$ cat config.mk
export PLATFORM = sky130hd
export DESIGN_NAME = sramlike_axi_arbiter
export DESIGN_NICKNAME = d
export VERILOG_FILES = /design/src/rtl/sramlike_axi_pkg.sv /design/src/rtl/sramlike_axi_arbiter_rr_arbiter.sv /design/src/rtl/sramlike_axi_arbiter.sv
export SDC_FILE = /design/constraint.sdc
export NUM_CORES = 1
export LEC_CHECK = 0
export CAP_MARGIN = 10
export CORE_AREA = 5 5 151 153
export DETAILED_ROUTE_END_ITERATION = 8
export DIE_AREA = 0 0 156 158
export GPL_TIMING_DRIVEN = 1
export REMOVE_ABC_BUFFERS = 1
export SLEW_MARGIN = 25
export SYNTH_ARGS = -nofsm -noshare
export SYNTH_HDL_FRONTEND = slang
export SYNTH_SLANG_ARGS = --single-unit
$ cat constraint.sdc
create_clock -name clk -period 4.7 [get_ports clk]
set_input_delay 1.175 -clock clk [delete_from_list [all_inputs] [get_ports clk]]
set_output_delay 1.175 -clock clk [all_outputs]
set_load 0.02 [all_outputs]
$ cat src/rtl/sramlike_axi_pkg.sv
// Shared types and constants for the SRAM-like to AXI3 multi-channel arbiter.
package sramlike_axi_pkg;

   typedef enum logic [2:0] {
      StIdle,
      StRaddr,
      StRdata,
      StWreq,
      StWresp
   } state_e;

   typedef enum logic [1:0] {
      SizeByte = 2'd0,
      SizeHalf = 2'd1,
      SizeWord = 2'd2
   } size_e;

   localparam logic [1:0]  AXI_BURST_INCR = 2'b01;
   localparam int unsigned AXI_ID_W       = 4;

endpackage

$ cat src/rtl/sramlike_axi_arbiter_rr_arbiter.sv
// Channel arbiter: round-robin when SRAMLIKE_AXI_RR_ARB_EN is defined,
// otherwise fixed priority with the lowest index winning.
module rr_arbiter #(
   parameter int unsigned NUM_CH = 2,
   localparam int unsigned IDX_W = (NUM_CH > 1) ? $clog2(NUM_CH) : 1
) (
   input  logic              i_clk,
   input  logic              i_rst,
   input  logic [NUM_CH-1:0] i_req,
   input  logic              i_adv,
   output logic [NUM_CH-1:0] o_gnt,
   output logic [IDX_W-1:0]  o_idx
);

   logic [NUM_CH-1:0] w_pick;
   logic              w_found;

`ifdef SRAMLIKE_AXI_RR_ARB_EN
   logic [IDX_W-1:0]  r_ptr;
   logic [NUM_CH-1:0] w_mask;
   logic [NUM_CH-1:0] w_req_hi;

   // Requests at or above the pointer win first; wrap to the full vector otherwise.
   assign w_mask   = ~((NUM_CH'(1) << r_ptr) - NUM_CH'(1));
   assign w_req_hi = i_req & w_mask;
   assign w_pick   = (|w_req_hi) ? w_req_hi : i_req;

   always_ff @(posedge i_clk) begin
      if (i_rst) begin
         r_ptr <= '0;
      end else if (i_adv) begin
         r_ptr <= (o_idx == IDX_W'(NUM_CH - 1)) ? '0 : o_idx + 1'b1;
      end
   end
`else
   logic w_unused;

   assign w_pick   = i_req;
   assign w_unused = i_clk ^ i_rst ^ i_adv;
`endif

   always_comb begin
      o_gnt   = '0;
      o_idx   = '0;
      w_found = 1'b0;
      for (int i = 0; i < NUM_CH; i++) begin
         if (w_pick[i] && !w_found) begin
            w_found  = 1'b1;
            o_gnt[i] = 1'b1;
            o_idx    = IDX_W'(i);
         end
      end
   end

endmodule

$ cat src/rtl/sramlike_axi_arbiter.sv
// NUM_CH SRAM-like channels onto one AXI3 master, one transaction at a time.
// SRAMLIKE_AXI_RR_ARB_EN selects round-robin arbitration instead of fixed priority.
module sramlike_axi_arbiter
   import sramlike_axi_pkg::*;
#(
   parameter int unsigned NUM_CH  = 2,
   parameter int unsigned MAX_LEN = 16
) (
   input  logic                  clk,
   input  logic                  rst,
   input  logic [NUM_CH-1:0]     ch_req,
   input  logic [NUM_CH-1:0]     ch_wr,
   input  logic [NUM_CH*2-1:0]   ch_size,
   input  logic [NUM_CH*4-1:0]   ch_len,
   input  logic [NUM_CH*32-1:0]  ch_addr,
   input  logic [NUM_CH*4-1:0]   ch_wen,
   input  logic [NUM_CH*32-1:0]  ch_wdata,
   output logic [NUM_CH-1:0]     ch_addr_ok,
   output logic [NUM_CH-1:0]     ch_data_ok,
   output logic [31:0]           ch_rdata,
   output logic [3:0]            arid,
   output logic [31:0]           araddr,
   output logic [7:0]            arlen,
   output logic [2:0]            arsize,
   output logic [1:0]            arburst,
   output logic [1:0]            arlock,
   output logic [3:0]            arcache,
   output logic [2:0]            arprot,
   output logic                  arvalid,
   input  logic                  arready,
   input  logic [3:0]            rid,
   input  logic [31:0]           rdata,
   input  logic [1:0]            rresp,
   input  logic                  rlast,
   input  logic                  rvalid,
   output logic                  rready,
   output logic [3:0]            awid,
   output logic [31:0]           awaddr,
   output logic [3:0]            awlen,
   output logic [2:0]            awsize,
   output logic [1:0]            awburst,
   output logic [1:0]            awlock,
   output logic [3:0]            awcache,
   output logic [2:0]            awprot,
   output logic                  awvalid,
   input  logic                  awready,
   output logic [3:0]            wid,
   output logic [31:0]           wdata,
   output logic [3:0]            wstrb,
   output logic                  wlast,
   output logic                  wvalid,
   input  logic                  wready,
   input  logic [3:0]            bid,
   input  logic [1:0]            bresp,
   input  logic                  bvalid,
   output logic                  bready
);

   localparam int unsigned IDX_W   = (NUM_CH > 1) ? $clog2(NUM_CH) : 1;
   localparam logic [3:0]  LEN_CAP = 4'(MAX_LEN - 1);

   state_e              r_state, w_state_nxt;
   logic [IDX_W-1:0]    r_idx;
   logic [1:0]          r_size;
   logic [3:0]          r_len;
   logic [31:0]         r_addr;
   logic [3:0]          r_wen;
   logic [31:0]         r_wdata;
   logic                r_aw_done, r_w_done;
   logic                w_aw_done_nxt, w_w_done_nxt;

   logic [NUM_CH-1:0]   w_arb_req, w_gnt;
   logic [IDX_W-1:0]    w_gnt_idx;
   logic                w_grant;
   logic                w_sel_wr;
   logic [1:0]          w_sel_size;
   logic [3:0]          w_sel_len, w_len_clamped;
   logic [31:0]         w_sel_addr, w_sel_wdata;
   logic [3:0]          w_sel_wen;
   logic [AXI_ID_W-1:0] w_id;
   logic                w_rmatch;
   logic                w_unused;

   // No grant while in reset so a requester never sees a spurious accept.
   assign w_arb_req = (r_state == StIdle && !rst) ? ch_req : '0;
   assign w_grant   = |w_gnt;

   rr_arbiter #(
      .NUM_CH (NUM_CH)
   ) u_arb (
      .i_clk (clk),
      .i_rst (rst),
      .i_req (w_arb_req),
      .i_adv (w_grant),
      .o_gnt (w_gnt),
      .o_idx (w_gnt_idx)
   );

   always_comb begin
      w_sel_wr    = 1'b0;
      w_sel_size  = '0;
      w_sel_len   = '0;
      w_sel_addr  = '0;
      w_sel_wen   = '0;
      w_sel_wdata = '0;
      for (int i = 0; i < NUM_CH; i++) begin
         if (w_gnt[i]) begin
            w_sel_wr    = ch_wr[i];
            w_sel_size  = ch_size[2*i +: 2];
            w_sel_len   = ch_len[4*i +: 4];
            w_sel_addr  = ch_addr[32*i +: 32];
            w_sel_wen   = ch_wen[4*i +: 4];
            w_sel_wdata = ch_wdata[32*i +: 32];
         end
      end
      w_len_clamped = ({28'd0, w_sel_len} >= MAX_LEN) ? LEN_CAP : w_sel_len;
   end

   always_ff @(posedge clk) begin
      if (rst) begin
         r_state   <= StIdle;
         r_idx     <= '0;
         r_size    <= '0;
         r_len     <= '0;
         r_addr    <= '0;
         r_wen     <= '0;
         r_wdata   <= '0;
         r_aw_done <= 1'b0;
         r_w_done  <= 1'b0;
      end else begin
         r_state   <= w_state_nxt;
         r_aw_done <= w_aw_done_nxt;
         r_w_done  <= w_w_done_nxt;
         if (w_grant) begin
            r_idx   <= w_gnt_idx;
            r_size  <= w_sel_size;
            r_len   <= w_len_clamped;
            r_addr  <= w_sel_addr;
            r_wen   <= w_sel_wen;
            r_wdata <= w_sel_wdata;
         end
      end
   end

   assign w_id     = AXI_ID_W'(r_idx);
   assign w_rmatch = (rid == w_id);

   always_comb begin
      w_state_nxt   = r_state;
      w_aw_done_nxt = r_aw_done;
      w_w_done_nxt  = r_w_done;
      arvalid       = 1'b0;
      rready        = 1'b0;
      awvalid       = 1'b0;
      wvalid        = 1'b0;
      bready        = 1'b0;
      ch_data_ok    = '0;
      ch_rdata      = '0;
      unique case (r_state)
         StIdle: begin
            if (w_grant) w_state_nxt = w_sel_wr ? StWreq : StRaddr;
         end
         StRaddr: begin
            arvalid = 1'b1;
            if (arready) w_state_nxt = StRdata;
         end
         StRdata: begin
            rready = 1'b1;
            // Beats for another ID are accepted and discarded.
            if (rvalid && w_rmatch) begin
               ch_data_ok[r_idx] = 1'b1;
               ch_rdata          = rdata;
               if (rlast) w_state_nxt = StIdle;
            end
         end
         StWreq: begin
            awvalid       = !r_aw_done;
            wvalid        = !r_w_done;
            w_aw_done_nxt = r_aw_done | awready;
            w_w_done_nxt  = r_w_done | wready;
            if (w_aw_done_nxt && w_w_done_nxt) begin
               w_state_nxt   = StWresp;
               w_aw_done_nxt = 1'b0;
               w_w_done_nxt  = 1'b0;
            end
         end
         StWresp: begin
            bready = 1'b1;
            if (bvalid) begin
               ch_data_ok[r_idx] = 1'b1;
               w_state_nxt       = StIdle;
            end
         end
         default: w_state_nxt = StIdle;
      endcase
   end

   assign ch_addr_ok = w_gnt;

   assign arid    = w_id;
   assign araddr  = r_addr;
   assign arlen   = {4'd0, r_len};
   assign arsize  = {1'b0, r_size};
   assign arburst = AXI_BURST_INCR;
   assign arlock  = 2'b00;
   assign arcache = 4'd0;
   assign arprot  = 3'd0;

   assign awid    = w_id;
   assign awaddr  = r_addr;
   assign awlen   = 4'd0;
   assign awsize  = {1'b0, r_size};
   assign awburst = AXI_BURST_INCR;
   assign awlock  = 2'b00;
   assign awcache = 4'd0;
   assign awprot  = 3'd0;

   assign wid     = w_id;
   assign wdata   = r_wdata;
   assign wstrb   = r_wen;
   assign wlast   = (r_state == StWreq);

   // Response codes and BID carry nothing this bridge acts on.
   assign w_unused = ^{rresp, bresp, bid};

endmodule

==> metrics.txt, run 1 <==
# TYPE chip_impl_metric gauge
chip_impl_info{name="status",value="complete, no violations"} 1
chip_impl_metric{name="worstPathBufferInverterCount",unit=""} 3
chip_impl_metric{name="cts_max_path_buffers",unit=""} 2
chip_impl_metric{name="post_cts_buffers",unit=""} 0
chip_impl_metric{name="floorplan.core_area",unit="um2"} 21400
chip_impl_info{name="critical_path_class",value="in -> out"} 1
chip_impl_metric{name="routedWlPerCell",unit="um"} 18.2
chip_impl_metric{name="global_route_wire_length_before_repair",unit="um"} 25700
chip_impl_metric{name="htreeDepth",unit=""} 3
chip_impl_metric{name="netlist_instances",unit=""} 424
chip_impl_metric{name="area_occupied_by_multi_input_gates",unit="um2"} 1670
chip_impl_metric{name="grt_start_max_net_pins",unit=""} 46
chip_impl_info{name="critPathLaunchType",value="primary input"} 1
chip_impl_metric{name="final.setup.tns",unit="ns"} 0
chip_impl_metric{name="worst-endpoint-required",unit="ns"} 3.52
chip_impl_metric{name="dp_hpwl",unit="um"} 13800
chip_impl_info{name="cts.root.buffer_cell",value="sky130_fd_sc_hd__clkbuf_16"} 1
chip_impl_metric{name="maxCapViolCount",unit=""} 0
chip_impl_metric{name="postRouteAntennaNets",unit=""} 0
chip_impl_info{name="main_combinational_cell_family_by_area_after_synthesis",value="compound AO/OA/AOI/OAI gates"} 1
chip_impl_metric{name="synth-seq-area-share",unit="%"} 40.8
chip_impl_metric{name="die_width",unit="um"} 156
chip_impl_info{name="cp_slowest_cell",value="sky130_fd_sc_hd__clkdlybuf4s50_1"} 1
chip_impl_metric{name="final_area",unit="um2"} 7530
chip_impl_metric{name="clkLatencyLatePin",unit="ns"} 0.33
chip_impl_metric{name="crit_path_max_incr_delay",unit="ns"} 0.60
chip_impl_metric{name="initial_utilization",unit="%"} 18.3
chip_impl_metric{name="synth-edff-count",unit=""} 0
chip_impl_metric{name="vias",unit=""} 4395
chip_impl_metric{name="pin_count",unit=""} 398
chip_impl_metric{name="area_growth",unit="%"} 92.2
chip_impl_metric{name="grt_overflow",unit=""} 0
chip_impl_info{name="primary_ff_master_synth",value="sky130_fd_sc_hd__dfxtp_1"} 1
chip_impl_metric{name="post_synth.cell_area_avg",unit="um2"} 9.25
chip_impl_metric{name="ir_drop",unit="mV"} 0.153
chip_impl_metric{name="holdBufCountCts",unit=""} 0
chip_impl_metric{name="postSynthRegisterBits",unit=""} 80
chip_impl_metric{name="drc",unit=""} 0
chip_impl_metric{name="routed_wirelength",unit="um"} 18200
chip_impl_info{name="holdCritPathClass",value="reg -> reg"} 1
chip_impl_info{name="synth.top_cells.by_count",value="sky130_fd_sc_hd__nor2_1 (82), sky130_fd_sc_hd__buf_4 (80), sky130_fd_sc_hd__dfxtp_1 (80)"} 1
chip_impl_metric{name="synth_adder_area_share",unit="%"} 0
chip_impl_metric{name="m1WireLength",unit="um"} 6720
chip_impl_metric{name="detailedRoute.firstIterationViolations",unit=""} 366
chip_impl_metric{name="fp.dieArea",unit="um2"} 24600
chip_impl_metric{name="cts.sink_count",unit=""} 80
chip_impl_metric{name="placement.cell_area",unit="um2"} 7190
chip_impl_info{name="yosysMostFrequentCell",value="sky130_fd_sc_hd__nor2_1"} 1
chip_impl_metric{name="timing.clock.skew",unit="ns"} 0.00625
chip_impl_metric{name="worst_slew_pin_slew",unit="ns"} 0.558
chip_impl_metric{name="cts_inserted_buffers",unit=""} 9
chip_impl_metric{name="power.total",unit="W"} 0.00237
chip_impl_metric{name="ys.warnings.count",unit=""} 0
chip_impl_metric{name="fill_cells",unit=""} 2210
chip_impl_metric{name="ctsResizeCount",unit=""} 0
chip_impl_info{name="grt_setup_unrepaired",value="no"} 1
chip_impl_metric{name="slew_headroom",unit="%"} 62.8
chip_impl_metric{name="groute.usage.overall",unit="%"} 13.5
chip_impl_metric{name="slew_limit_fails",unit=""} 0
chip_impl_metric{name="layout-drive-gt1-share",unit="%"} 4.59
chip_impl_metric{name="synth_mux_area_share",unit="%"} 0
chip_impl_metric{name="critPathMaxFanout",unit=""} 25
chip_impl_metric{name="fmax",unit="MHz"} 227
chip_impl_metric{name="detailroute.wirelength.met2",unit="um"} 9100
chip_impl_metric{name="power_per_cell_area",unit="nW/um2"} 315
chip_impl_info{name="setup_crit_end_kind",value="output pin"} 1
chip_impl_metric{name="setup_viol",unit=""} 0
chip_impl_metric{name="mappedNetlistArea",unit="um2"} 3920
chip_impl_metric{name="layout_worst_path_cycle_share",unit="%"} 93.8
chip_impl_metric{name="finalWeightedCongestion",unit=""} 0.706
chip_impl_metric{name="antenna-diode-count",unit=""} 0
chip_impl_metric{name="io_buffer_count",unit=""} 348
chip_impl_metric{name="routed-wl-met3",unit="um"} 2110
chip_impl_metric{name="dr.pass1.iters",unit=""} 9
chip_impl_metric{name="timing.critical_path.arrival",unit="ns"} 3.24
chip_impl_metric{name="first_global_vias",unit=""} 4301
chip_impl_info{name="synth.top_cells.by_area",value="sky130_fd_sc_hd__dfxtp_1 (41%), sky130_fd_sc_hd__a222oi_1 (19%), sky130_fd_sc_hd__buf_4 (15%)"} 1
chip_impl_metric{name="ys_async_sr_fraction",unit="%"} 0
chip_impl_metric{name="instances_no_fill",unit=""} 999
chip_impl_metric{name="post-place-cells",unit=""} 983
chip_impl_metric{name="final_nets",unit=""} 918
chip_impl_metric{name="register_area",unit="um2"} 1600
chip_impl_info{name="top_family_by_delay_on_critical_path",value="buffers and inverters"} 1
chip_impl_info{name="crit_path_cell_trace",value="clkdlybuf4s50_1 > nor4b_1 > and3_2 > buf_12 > and2_1 > clkdlybuf4s50_1"} 1
chip_impl_metric{name="fp-row-count",unit=""} 54
chip_impl_metric{name="vias_per_cell",unit=""} 4.40
chip_impl_metric{name="fp.dieH",unit="um"} 158
chip_impl_metric{name="grt_antenna_before_repair",unit=""} 2
chip_impl_metric{name="post_synthesis_share_of_cell_area_spent_on_xor_and_xnor_gates",unit="%"} 0.223
chip_impl_metric{name="fin_crit",unit="ns"} 4.41
chip_impl_metric{name="fraction_of_post_synthesis_cell_area_in_the_top_cell_type_by_area",unit="%"} 40.8
chip_impl_info{name="highest_layer",value="met5"} 1
chip_impl_metric{name="ys_types",unit=""} 34
chip_impl_metric{name="timing.final.hold_violations",unit=""} 0
chip_impl_metric{name="total_leakage_power",unit="nW"} 2.80
chip_impl_info{name="crit_path_frequent_cell",value="sky130_fd_sc_hd__clkdlybuf4s50_1"} 1
chip_impl_info{name="yosys.area.top_type",value="sky130_fd_sc_hd__dfxtp_1"} 1
chip_impl_metric{name="clkTransAtPathRegs",unit="ns"} 0.07
chip_impl_metric{name="fin_worst_hold_slack",unit="ns"} 0.497
chip_impl_metric{name="synthSimpleGateAreaFrac",unit="%"} 16.5
chip_impl_metric{name="synth_compound_gate_area_share",unit="%"} 21.6
chip_impl_info{name="tritoncts",value="built"} 1
metal layers:
| layer | global-route usage, % | vias to the layer above |
|---|---|---|
| met2 | 23.3 | 282 |
| met4 | 3.29 | 4 |
| li1 | - | 2038 |
| met1 | 15.6 | 2054 |
| met3 | 5.69 | 17 |
| met5 | 0 | - |
registers in the layout, indices dropped and copies added, names as in the netlist:
name / cells
r_size: 2
wstrb: 4
r_len: 4
wdata: 32
araddr: 32
r_state: 3
r_w_done: 1
r_idx: 1
r_aw_done: 1
cell type report:
class	count	area share (%)
clock buffers	10	3.04
clock inverters	6	1.54
inverters	2	0.0996
multi-input cells	264	22.2
flip-flops and latches	80	21.3
well taps	280	4.65
repair buffers	357	47.2
worst reg2reg max path: stages (launching register included):
cell and delay, ns:
sky130_fd_sc_hd__dfxtp_1 0.42, sky130_fd_sc_hd__nor4_4 0.40, sky130_fd_sc_hd__and3b_2 0.32, sky130_fd_sc_hd__buf_4 0.41
sky130_fd_sc_hd__buf_4 0.48, sky130_fd_sc_hd__a222oi_1 0.22, sky130_fd_sc_hd__nor2_1 0.15
final timing paths:
check / start / endpoint / slack (ns) / depth (start not counted)
hold reg to reg: wdata[12]$_SDFFE_PP0P_ / wdata[12]$_SDFFE_PP0P_ / 0.50 / 2
setup reg to reg: r_state[1]$_SDFFE_PP0P_ / araddr[11]$_SDFFE_PP0P_ / 2.23 / 6
hold / removal: wdata[12]$_SDFFE_PP0P_ / wdata[12]$_SDFFE_PP0P_ / 0.50 / 2
setup / recovery: rid[1] / ch_rdata[23] / 0.29 / 6
stage by stage:
stage / worst slack (ns) / utilization (%)
after global routing: 0.128 / 35.2
final: 0.290 / 35.2
after detailed placement: 0.215 / 33.6
after floorplan: 0.632 / -
after global placement: 0.256 / 33.6
after CTS: 0.219 / 35.2
power by group:
| group | total [W] | internal (W) | leakage (nW) | switching [W] |
|---|---|---|---|---|
| Combinational | 0.000753 | 0.000388 | 1.98 | 0.000365 |
| Clock | 0.000827 | 0.000524 | 0.167 | 0.000303 |
| Sequential | 0.000795 | 0.000741 | 0.654 | 0.0000536 |
| Total | 0.00237 | 0.00165 | 2.80 | 0.000722 |
kinds of logic after synthesis:
group	after synthesis
other	2
xor gates and xnor gates	1
buffers and inverters	119
DFF	80
and+or+nand+nor	133
AOI/OAI and AO/OA	89
placed cells by master, fill, tap and decap left out, drive strengths merged:
cell and count:
clkdlybuf4s50 347, nor2 82, dfxtp 80, a222oi 74, conb 41, and2 34, clkbuf 10, buf 10
a21oi 7, nor2b 3, nor3 3, bufinv 3, inv 3, nor4b 2, clkinv 2, and3 2
a211oi 2, nand2 1, nor4 1, and3b 1, or3b 1, nor3b 1, xnor2 1, o21ai 1
o221ai 1, nand2b 1, nand3 1, o21bai 1, a31oi 1, a2111oi 1, o21ba 1
Note: power is estimated with default switching activity, not from simulation.
==> run 2, diff against run 1 <==
CTS_CLUSTER_SIZE = 25   (was not set)
==> results of run 2 <==
Same layout as run 1: the final DEF is identical, and so are final timing and power.
==> run 3, diff against run 2 <==
CORE_AREA = 5 5 152 154   (was 5 5 151 153)
DIE_AREA = 0 0 157 159   (was 0 0 156 158)
GPL_TIMING_DRIVEN = not set   (was 1)
SYNTH_HIERARCHICAL = 1   (was not set)
==> metrics.txt, run 3 <==
# TYPE chip_impl_metric gauge
chip_impl_metric{name="vias",unit=""} 4682
chip_impl_metric{name="groute.usage.overall",unit="%"} 13.3
chip_impl_metric{name="io_buffer_count",unit=""} 348
chip_impl_metric{name="cts_max_path_buffers",unit=""} 2
chip_impl_info{name="synth.top_cells.by_count",value="sky130_fd_sc_hd__nor2_1 (156), sky130_fd_sc_hd__buf_4 (86), sky130_fd_sc_hd__a21oi_1 (81)"} 1
chip_impl_metric{name="power.share.clock",unit="%"} 24.8
chip_impl_metric{name="fin_crit",unit="ns"} 4.35
chip_impl_metric{name="htreeDepth",unit=""} 3
chip_impl_metric{name="synth_compound_gate_area_share",unit="%"} 10.1
chip_impl_metric{name="internal_power",unit="W"} 0.00197
chip_impl_metric{name="post_synth.cell_area_avg",unit="um2"} 7.95
chip_impl_info{name="setup_crit_end_kind",value="output pin"} 1
chip_impl_metric{name="clkLatencyLatePin",unit="ns"} 0.34
chip_impl_metric{name="pre_cts_ws",unit="ns"} 0.322
chip_impl_metric{name="synthSimpleGateAreaFrac",unit="%"} 21.3
chip_impl_info{name="cts.root.buffer_cell",value="sky130_fd_sc_hd__clkbuf_16"} 1
chip_impl_metric{name="timing.clock.skew",unit="ns"} 0.0142
chip_impl_metric{name="maxCapViolCount",unit=""} 0
chip_impl_metric{name="power.share.switching",unit="%"} 36.3
chip_impl_metric{name="synth-seq-area-share",unit="%"} 34.6
chip_impl_metric{name="fill_cells",unit=""} 2251
chip_impl_metric{name="fin_worst_hold_slack",unit="ns"} 0.541
chip_impl_metric{name="grt_antenna_before_repair",unit=""} 3
chip_impl_info{name="critPathLaunchType",value="primary input"} 1
chip_impl_info{name="layout.cells.most_common",value="sky130_fd_sc_hd__clkdlybuf4s50_1"} 1
chip_impl_metric{name="synth_adder_area_share",unit="%"} 0
chip_impl_metric{name="fp-row-count",unit=""} 54
chip_impl_metric{name="ys_types",unit=""} 36
chip_impl_metric{name="worst-endpoint-required",unit="ns"} 3.52
chip_impl_metric{name="ctsResizeCount",unit=""} 0
chip_impl_info{name="primary_ff_master_synth",value="sky130_fd_sc_hd__dfxtp_1"} 1
chip_impl_metric{name="synth_mux_area_share",unit="%"} 16.2
chip_impl_metric{name="synth-edff-count",unit=""} 0
chip_impl_metric{name="fp.dieArea",unit="um2"} 25000
chip_impl_metric{name="mappedNetlistArea",unit="um2"} 4630
chip_impl_metric{name="timing.final.hold_violations",unit=""} 0
chip_impl_metric{name="fraction_of_post_synthesis_cell_area_in_the_top_cell_type_by_area",unit="%"} 34.6
chip_impl_metric{name="grt_overflow",unit=""} 0
chip_impl_metric{name="die_width",unit="um"} 157
chip_impl_metric{name="routedWlPerCell",unit="um"} 15.4
chip_impl_info{name="yosys.area.top_type",value="sky130_fd_sc_hd__dfxtp_1"} 1
chip_impl_metric{name="post-route-worst-setup-slack",unit="ns"} 0.351
chip_impl_metric{name="layout-drive-gt1-share",unit="%"} 3.90
chip_impl_metric{name="initial_utilization",unit="%"} 21.5
chip_impl_metric{name="placement.cell_area",unit="um2"} 7870
chip_impl_metric{name="dr.pass1.iters",unit=""} 4
chip_impl_metric{name="cts_inserted_buffers",unit=""} 9
chip_impl_metric{name="clkTransAtPathRegs",unit="ns"} 0.07
chip_impl_metric{name="cts.sink_count",unit=""} 80
chip_impl_info{name="yosysMostFrequentCell",value="sky130_fd_sc_hd__nor2_1"} 1
chip_impl_metric{name="vias_per_cell",unit=""} 4.06
chip_impl_metric{name="ys.warnings.count",unit=""} 6
chip_impl_metric{name="ys_async_sr_fraction",unit="%"} 0
chip_impl_metric{name="global_route_wire_length_before_repair",unit="um"} 26200
chip_impl_metric{name="worst_slew_pin_slew",unit="ns"} 0.943
chip_impl_metric{name="first_global_vias",unit=""} 4484
chip_impl_metric{name="critPathMaxFanout",unit=""} 33
chip_impl_metric{name="post_synthesis_share_of_cell_area_spent_on_xor_and_xnor_gates",unit="%"} 0.189
chip_impl_metric{name="grt_start_max_net_pins",unit=""} 89
chip_impl_metric{name="floorplan.core_area",unit="um2"} 21600
chip_impl_metric{name="pin_count",unit=""} 398
chip_impl_metric{name="power.total",unit="W"} 0.00310
chip_impl_metric{name="slew_limit_fails",unit=""} 0
chip_impl_info{name="main_combinational_cell_family_by_area_after_synthesis",value="simple AND/OR/NAND/NOR gates"} 1
chip_impl_info{name="mostFrequentLayoutCells",value="sky130_fd_sc_hd__clkdlybuf4s50_1 (346), sky130_fd_sc_hd__nor2_1 (156), sky130_fd_sc_hd__a21oi_1 (81)"} 1
chip_impl_metric{name="drc",unit=""} 0
chip_impl_metric{name="dp_hpwl",unit="um"} 13700
chip_impl_metric{name="postRouteAntennaNets",unit=""} 0
chip_impl_metric{name="timing.critical_path.arrival",unit="ns"} 3.17
chip_impl_info{name="grt_setup_unrepaired",value="no"} 1
chip_impl_metric{name="fp.dieH",unit="um"} 159
chip_impl_metric{name="postSynthRegisterBits",unit=""} 80
chip_impl_metric{name="area_occupied_by_multi_input_gates",unit="um2"} 2370
chip_impl_metric{name="power_frac_comb",unit="%"} 46.1
chip_impl_metric{name="netlist_instances",unit=""} 582
chip_impl_metric{name="routed_wirelength",unit="um"} 17800
chip_impl_metric{name="slew_headroom",unit="%"} 37.1
chip_impl_metric{name="register_area",unit="um2"} 1600
chip_impl_metric{name="area_growth",unit="%"} 76.9
chip_impl_metric{name="post-place-cells",unit=""} 1135
chip_impl_info{name="synth.top_cells.by_area",value="sky130_fd_sc_hd__dfxtp_1 (35%), sky130_fd_sc_hd__mux2i_1 (16%), sky130_fd_sc_hd__buf_4 (14%)"} 1
chip_impl_metric{name="holdBufCountCts",unit=""} 0
chip_impl_metric{name="fmax",unit="MHz"} 230
chip_impl_metric{name="finalWeightedCongestion",unit=""} 0.745
chip_impl_metric{name="detailedRoute.firstIterationViolations",unit=""} 126
chip_impl_metric{name="ir_drop",unit="mV"} 0.196
chip_impl_info{name="holdCritPathClass",value="reg -> reg"} 1
chip_impl_metric{name="post_cts_buffers",unit=""} 0
chip_impl_info{name="critical_path_class",value="in -> out"} 1
chip_impl_metric{name="final_area",unit="um2"} 8190
chip_impl_metric{name="setup_viol",unit=""} 0
chip_impl_metric{name="instances_no_fill",unit=""} 1153
chip_impl_info{name="status",value="complete, no violations"} 1
chip_impl_metric{name="final_nets",unit=""} 1070
chip_impl_metric{name="total_switching_power",unit="W"} 0.00113
chip_impl_metric{name="pwr-share-seq",unit="%"} 29.2
chip_impl_metric{name="layout_worst_path_cycle_share",unit="%"} 92.5
chip_impl_metric{name="total_leakage_power",unit="nW"} 3.18
chip_impl_metric{name="power_per_cell_area",unit="nW/um2"} 379
chip_impl_info{name="tritoncts",value="built"} 1
==> run 3: changes by cell type after synthesis, moves of 6 or more <==
cell,before,now
sky130_fd_sc_hd__nor2_1,82,156
sky130_fd_sc_hd__clkbuf_1,12,26
sky130_fd_sc_hd__buf_2,17,6
sky130_fd_sc_hd__mux2i_1,0,75
sky130_fd_sc_hd__a21oi_1,7,81
sky130_fd_sc_hd__a222oi_1,74,0
sky130_fd_sc_hd__buf_4,80,86
==> run 3: layer usage <==
layer / vias to the layer above / routed length (um) / track usage, % / part of all wire, %
li1: 2360 / - / - / -
met1: 2082 / 6390 / 14.4 / 36
met2: 229 / 9010 / 23.6 / 51
met3: 11 / 2150 / 5.79 / 12
met4: 0 / 238 / 3.51 / 1.3
met5: - / 0 / 0 / 0
==> run 3: worst max-delay path, cell delays in order <==
cell                              delay, ns
sky130_fd_sc_hd__clkdlybuf4s50_1       0.40
sky130_fd_sc_hd__nor4b_1               0.37
sky130_fd_sc_hd__and3_1                0.26
sky130_fd_sc_hd__buf_12                0.16
sky130_fd_sc_hd__a21oi_1               0.06
sky130_fd_sc_hd__nor2b_1               0.12
sky130_fd_sc_hd__clkdlybuf4s50_1       0.61
==> run 3: stage by stage <==
stage               util [%]  TNS, ns
global placement        36.5        0
CTS                     38.0        0
finish                  38.0        0
floorplan                  -  -128.60
detailed placement      36.5        0
global route            38.0        0
==> run 3: cell families (layout without fill, tap and decap cells) <==
| group | Yosys count | count (layout) |
|---|---|---|
| XOR/XNOR | 1 | 1 |
| AO/OA/AOI/OAI | 87 | 87 |
| buffers and inverters | 123 | 373 |
| multiplexers | 75 | 75 |
| flip-flops | 80 | 80 |
| AND/OR/NAND/NOR | 214 | 214 |
| other | 2 | 43 |
==> run 3: worst paths after layout <==
| check | start | to | slack (ns) | cells past startpoint |
|---|---|---|---|---|
| max | rid[1] | ch_data_ok[1] | 0.35 | 7 |
| min | r_w_done$_SDFFE_PP0P_ | r_w_done$_SDFFE_PP0P_ | 0.54 | 2 |
| max reg2reg | r_state[0]$_SDFFE_PP0P_ | wstrb[0]$_SDFFE_PP0P_ | 1.67 | 8 |
| min reg2reg | r_w_done$_SDFFE_PP0P_ | r_w_done$_SDFFE_PP0P_ | 0.54 | 2 |
==> run 3: layout make-up <==
cell class,instances,area share [%]
clock inverters,5,0.993
diodes,2,0.0611
multi-input cells,418,28.9
repair buffers,355,43.2
inverters,2,0.0917
well taps,280,4.28
flip-flops and latches,80,19.6
clock buffers,11,2.84
==> run 3: power groups by stage <==
stage	Combinational [W]	Sequential [W]	Clock, W
after floorplan	0.000599	0.00111	0
after global placement	0.00144	0.000919	0
after detailed placement	0.00144	0.000921	0
after CTS	0.00145	0.000908	0.000800
after global routing	0.00155	0.000928	0.000826
final	0.00143	0.000905	0.000768
